## config.mk

```make
export PLATFORM = sky130hd
export DESIGN_NAME = otfc_ctrl
export DESIGN_NICKNAME = d
export VERILOG_FILES = /design/src/rtl/otfc_ctrl.sv
export SDC_FILE = /design/constraint.sdc
export NUM_CORES = 1
export LEC_CHECK = 0
export BUFFER_PORTS_ARGS = -buffer_cell sky130_fd_sc_hd__buf_4
export CAP_MARGIN = 15
export CORE_MARGIN = 4
export CORE_UTILIZATION = 61
export CTS_BUF_LIST = sky130_fd_sc_hd__clkbuf_4 sky130_fd_sc_hd__clkbuf_8
export DETAILED_ROUTE_END_ITERATION = 10
export GPL_ROUTABILITY_DRIVEN = 0
export GPL_TIMING_DRIVEN = 0
export PLACE_DENSITY = 0.84
export SETUP_SLACK_MARGIN = 0.05
export SLEW_MARGIN = 25
export SYNTH_ARGS = -nofsm -noshare
export SYNTH_HDL_FRONTEND = slang
export SYNTH_SLANG_ARGS = --single-unit
```

## constraint.sdc

```tcl
create_clock -name clk -period 2.7 [get_ports clk]
set_clock_uncertainty 0.1 [all_clocks]
set_input_delay 0.675 -clock clk [delete_from_list [all_inputs] [get_ports clk]]
set_output_delay 0.675 -clock clk [all_outputs]
set_load 0.03 [all_outputs]
```

## src/rtl/otfc_ctrl.sv

```systemverilog
// otfc_ctrl: on-the-fly conversion of an MSB-first signed-digit stream to a two's-complement word
package rbr_pkg;
   typedef struct packed {
      logic plus;
      logic minus;
   } signed_digit;
endpackage

module otfc_ctrl #(
   parameter int WIDTH = 16,
   parameter int SKIP  = 0
) (
   input  logic                     clk,
   input  logic                     rst_n,
   input  logic                     start,
   input  logic                     abort,
   output logic                     busy,
   input  logic                     d_valid,
   output logic                     d_ready,
   input  rbr_pkg::signed_digit     d,
   output logic                     res_valid,
   input  logic                     res_ready,
   output logic [WIDTH-1:0]         res,
   output logic [$clog2(WIDTH)-1:0] digit_idx
);
   localparam int JW = $clog2(WIDTH);
   localparam logic [WIDTH-1:0] MSB = WIDTH'(1) << (WIDTH - 1);
   localparam logic [JW-1:0] LAST = JW'(WIDTH - 2);
   localparam logic [3:0] SKIP_LAST = 4'(SKIP - 1);

   typedef enum logic [1:0] {S_IDLE, S_SKIP, S_CONV, S_DONE} state_t;

   state_t           state, state_nx;
   logic [WIDTH-1:0] q, q_nx, qm, qm_nx, b;
   logic [JW-1:0]    j, j_nx;
   logic [3:0]       sc, sc_nx;
   logic             take, init, pos, neg;

   assign busy      = state != S_IDLE;
   assign d_ready   = state == S_SKIP || state == S_CONV;
   assign res_valid = state == S_DONE;
   assign res       = q;
   assign digit_idx = j;
   assign take      = d_valid & d_ready;
   assign init      = start & (state == S_IDLE || (state == S_DONE && res_ready));
   assign pos       = d.plus & ~d.minus;
   assign neg       = d.minus & ~d.plus;
   // digit j lands on bit WIDTH-2-j, just below the sign bit
   assign b         = WIDTH'(1) << (LAST - j);

   always_ff @(posedge clk or negedge rst_n)
      if (!rst_n) begin
         state <= S_IDLE;
         q     <= '0;
         qm    <= MSB;
         j     <= '0;
         sc    <= '0;
      end else begin
         state <= state_nx;
         q     <= q_nx;
         qm    <= qm_nx;
         j     <= j_nx;
         sc    <= sc_nx;
      end

   always_comb begin
      state_nx = state;
      q_nx     = q;
      qm_nx    = qm;
      j_nx     = j;
      sc_nx    = sc;
      if (abort || init) begin
         state_nx = abort ? S_IDLE : (SKIP > 0) ? S_SKIP : S_CONV;
         q_nx     = '0;
         qm_nx    = MSB;
         j_nx     = '0;
         sc_nx    = '0;
      end else if (state == S_SKIP && take) begin
         sc_nx    = sc + 4'd1;
         state_nx = (sc == SKIP_LAST) ? S_CONV : S_SKIP;
      end else if (state == S_CONV && take) begin
         q_nx     = pos ? (q | b) : neg ? (qm | b) : q;
         qm_nx    = pos ? q : neg ? qm : (qm | b);
         j_nx     = j + JW'(1);
         state_nx = (j == LAST) ? S_DONE : S_CONV;
      end else if (state == S_DONE && res_ready) begin
         state_nx = S_IDLE;
      end
   end
endmodule

```

==> results.md <==
Logic synthesis:
- The number of standard cells after synthesis is ~310.
- The Yosys step of the flow raised 0 warnings.
- The share of async-settable or async-resettable flops after synthesis is 1.00.
- The post-synth design cell area is 2780 sq um.
- The number of nets in the synthesized netlist is 327.
- In the synthesized netlist the dominant register cell turns out to be dfrtp_1.
- After synthesis, the netlist uses 53 different library cells.
- The portion of the post-synthesis area used by sequential elements is 0.378.
- The number of enable-type register cells in the synthesized netlist is 0.
- After synthesis the netlist holds a flip-flop and latch count of 42.
- Each instance of the synthesized netlist takes up on average 9.07 sq um.

Timing:
- The minimum setup slack in the final design is around 0.35 ns.
- The achievable clock frequency is approximately 0.42 GHz.
- Setup repair after global routing left no endpoint under its margin.
- Measured against its own limit, the worst slew margin works out to 0.578.
- The accumulated negative setup slack is 0 ns.
- In the finished design, the share of the clock period the worst path needs comes to 0.872.
- The worst hold slack after final layout is around 0.25 ns.
- The final hold violation count is 0.
- The minimum clock period after layout is roughly 2.4 ns.
- The final max-slew violation count was 0.
- For the pin with the worst max-slew slack, the measured transition is 0.634 ns.
- The final number of setup-violating endpoints is 0.

Route:
- The total wire length is between 7 and 8 mm.
- The via count is roughly 2,600.
- After detailed routing, the number of remaining DRC violations is 0.
- After the first detailed-routing iteration, the DRC count stood at roughly 260.
- After detailed routing, the average wire length per cell comes to 17.9 microns.
- The ratio of routed vias to standard cells is 6.59.
- The first detailed-routing pass ran for 5 iterations.
- The remaining number of nets flagged by the antenna check after routing is 0.

Cells and area:
- The filler cells instantiated in the layout total approximately 350.
- The number of antenna diodes is 0.
- The ratio of cells with drive above 1 in the final layout is 0.186.
- Compared with the post-synthesis result, the final layout area differs by 13.8%.
- The net count of the finished layout is roughly 360.

CTS:
- The level count of the clock H-tree is 2.
- The hold buffer count at CTS is 0.
- The setup fix buffers added after clock tree synthesis is 0.
- For the worst-skew pair, the clock arrives at the later sink with an insertion delay of 0.30 ns.
- The total of cells resized after clock tree synthesis is 0.
- Clock tree synthesis selected as its root buffer the cell clkbuf_8.
- The CTS tree is done.
- The clock-pin slew reported for the worst setup and hold paths after clock tree synthesis is roughly 0.08 ns.
- The tree built by TritonCTS fans out to 42 sinks.
- The total clock buffers created by CTS is 5.
- The maximum number of buffers from clock root to sink is 2.

Floorplan:
- The horizontal die dimension is 75.6 microns.
- The floorplan step defined a die boundary enclosing 5710 sq um.
- The initial utilization of the core area, before any placement, comes to 0.635.
- The die is about 76 microns tall.
- The number of primary I/O pins is 31.
- The region available for standard cell placement spans around 4400 sq um.
- The number of core rows is 24.

Worst setup path:
- The endpoint of the worst-slack reg-to-reg timing path is res[8]$_DFFE_PN0P_.
- The setup path with the least slack is of type reg2reg.
- The arrival time reported for the critical path endpoint is roughly 2.5 ns.
- Following the worst setup path forward leads to its endpoint at res[8]$_DFFE_PN0P_.
- The timing startpoint of the critical path is state[0]$_DFFE_PN0P_.
- Traced cell by cell, the critical path runs through inv_1 -> ha_1 -> and2_4 -> nor3_2 -> buf_2 -> o211ai_1 -> a211oi_1.
- The gate family responsible for the most delay along the worst path is simple AND/OR/NAND/NOR gates.
- The biggest cell delay along the critical path is approximately 0.44 ns.
- The standard cell with the maximum stage delay on the critical path is nor3_2.
- The required time at the worst-slack endpoint is approximately 2.8 ns.
- The nature of the critical path endpoint is a flip-flop.
- In this run the number of cells on the critical path is 7.
- The worst setup path is launched from a flip-flop.
- The minimum setup slack among reg-to-reg paths is between 0.3 and 0.4 ns.
- Of all nets on the critical path, the largest fanout is 10.
- In this run the critical register-to-register path is launched from state[0]$_DFFE_PN0P_.
- The critical path contains buffers and inverters numbering 2 combined.
- The cell count of the worst reg-to-reg path is 7.

Hold path:
- The tightest min-delay check is of the in2async type.

Global route:
- The number of antenna violations at the first check in global routing is 0.
- The overall overflow remaining after global route is 0.
- The global-route total usage across every layer is 0.273.
- The number of global-route vias before repair came to roughly 2,500.
- The maximum number of pins on one net before global-route repair is 43.
- The first global-routing pass estimated roughly 12 mm of wire.

Power:
- The leakage power figure is about 1.4 nW.
- The power per cell area is ~420 nW/um^2.
- VDD sags by at most ~0.00027 V.

Outcome:
- The run finished with clean final reports.

Place:
- In this run the tool buffered the top-level ports with 30 buffer cells.
- Before CTS, the worst setup slack after placement is 0.218 ns.
- The half-perimeter wire length after placement is 5.03 mm.

Flow run:
- Across the run, the number of max-cap violations was 0.
-- worst reg2reg max path, stage by stage (launching register included) --
cell	delay [ns]
dfrtp_1	0.42
inv_1	0.08
ha_1	0.34
and2_4	0.18
nor3_2	0.44
buf_2	0.31
o211ai_1	0.13
a211oi_1	0.26
-- cells in the mapped netlist, types with 5 or more instances --
cell type  number  area share
dfrtp_1        41        0.37
nor2_1         29       0.039
a211oi_1       25       0.067
a21oi_1        24       0.043
nand2_1        18       0.024
inv_1          17       0.023
o211ai_1       14       0.038
clkbuf_1       13       0.018
ha_1           12       0.054
o21ai_0        11       0.020
buf_2           8       0.014
nand2b_1        8       0.018
a211o_1         5       0.016
and3_1          5       0.011
-- cell usage in the layout, fill, tap and decap left out, types with 2 or more instances in the layout --
master / Yosys / routed
o22ai_1: 4 / 4
clkbuf_1: 13 / 13
o21ai_0: 11 / 11
or3_1: 2 / 2
o221a_2: 3 / 3
and3_1: 5 / 5
nand3_1: 4 / 4
a21bo_2: 4 / 4
o31ai_1: 4 / 4
a211o_1: 5 / 5
nor2_1: 29 / 29
ha_1: 12 / 12
a22oi_1: 4 / 4
o211ai_1: 14 / 14
nor2b_1: 2 / 2
buf_4: 0 / 30
o211a_1: 4 / 4
xor2_1: 3 / 3
inv_1: 17 / 17
a21boi_0: 3 / 3
buf_2: 8 / 8
a21oi_1: 24 / 24
a221oi_1: 4 / 4
xnor2_1: 3 / 3
mux2i_1: 3 / 3
and2_1: 2 / 2
a211oi_1: 25 / 25
a21o_1: 2 / 2
nand4_1: 4 / 4
dfrtp_1: 41 / 41
nand2b_1: 8 / 8
nand2_1: 18 / 18
clkbuf_8: 0 / 6
-- layer usage --
metal	track usage	up-vias	part of all wire
met5	0	-	0
met4	0.124	0	0.030
met3	0.0541	25	0.068
met2	0.423	124	0.47
met1	0.370	1254	0.43
li1	-	1214	-
-- through the flow --
stage / std cells / util / total power, mW / instance area (sq um)
after CTS: 397 / 0.723 / 1.33 / 3170
after floorplan: 307 / - / 0.818 / 2780
final: 397 / 0.723 / 1.33 / 3170
after global placement: 389 / 0.701 / 0.894 / 3070
after global routing: 397 / 0.723 / 1.38 / 3170
after detailed placement: 389 / 0.701 / 0.899 / 3070
-- report_power, final --
part           switching, mW  internal (mW)  leakage, nW  total [mW]
Sequential            0.0155          0.644        0.579       0.660
Combinational          0.155         0.0767        0.761       0.231
Clock                  0.219          0.217       0.0517       0.436
-- how the worst min path moves through the flow --
stage | startpoint | end | depth (start not counted)
floorplan | rst_n | digit_idx[0]$_DFFE_PN0P_ | 0
global placement | sc[3]$_DFFE_PN0P_ | sc[3]$_DFFE_PN0P_ | 2
detailed placement | sc[3]$_DFFE_PN0P_ | sc[3]$_DFFE_PN0P_ | 2
CTS | rst_n | res[13]$_DFFE_PN0P_ | 1
global route | rst_n | digit_idx[2]$_DFFE_PN0P_ | 1
finish | rst_n | res[13]$_DFFE_PN0P_ | 1
-- state kept, by name, summed over array words and instances, names as in the netlist --
name and flops:
digit_idx 4, sc 4, res 16, qm 16
state 2
-- area by class of cell --
class | instances | area [sq um] | share of cell area
inverters | 18 | 67.6 | 0.0213
clock inverters | 1 | 5.00 | 0.00158
clock buffers | 7 | 90.1 | 0.0284
multi-input cells | 225 | 1560 | 0.493
repair buffers | 30 | 225 | 0.0711
flip-flops and latches | 42 | 1050 | 0.332
plain buffers | 22 | 100 | 0.0316
well taps | 52 | 65.1 | 0.0205
-- cell families (layout without fill, tap and decap cells) --
logic type	after synthesis	after routing	share of synthesized area
XOR/XNOR	6	6	0.0189
multiplexers	3	3	0.0108
buffers and inverters	40	78	0.0602
adder cells (fa/ha/maj)	12	12	0.0539
AO/OA/AOI/OAI	122	122	0.329
flip-flops	42	42	0.378
AND/OR/NAND/NOR	82	82	0.149
(Power assumes the default switching activity.)
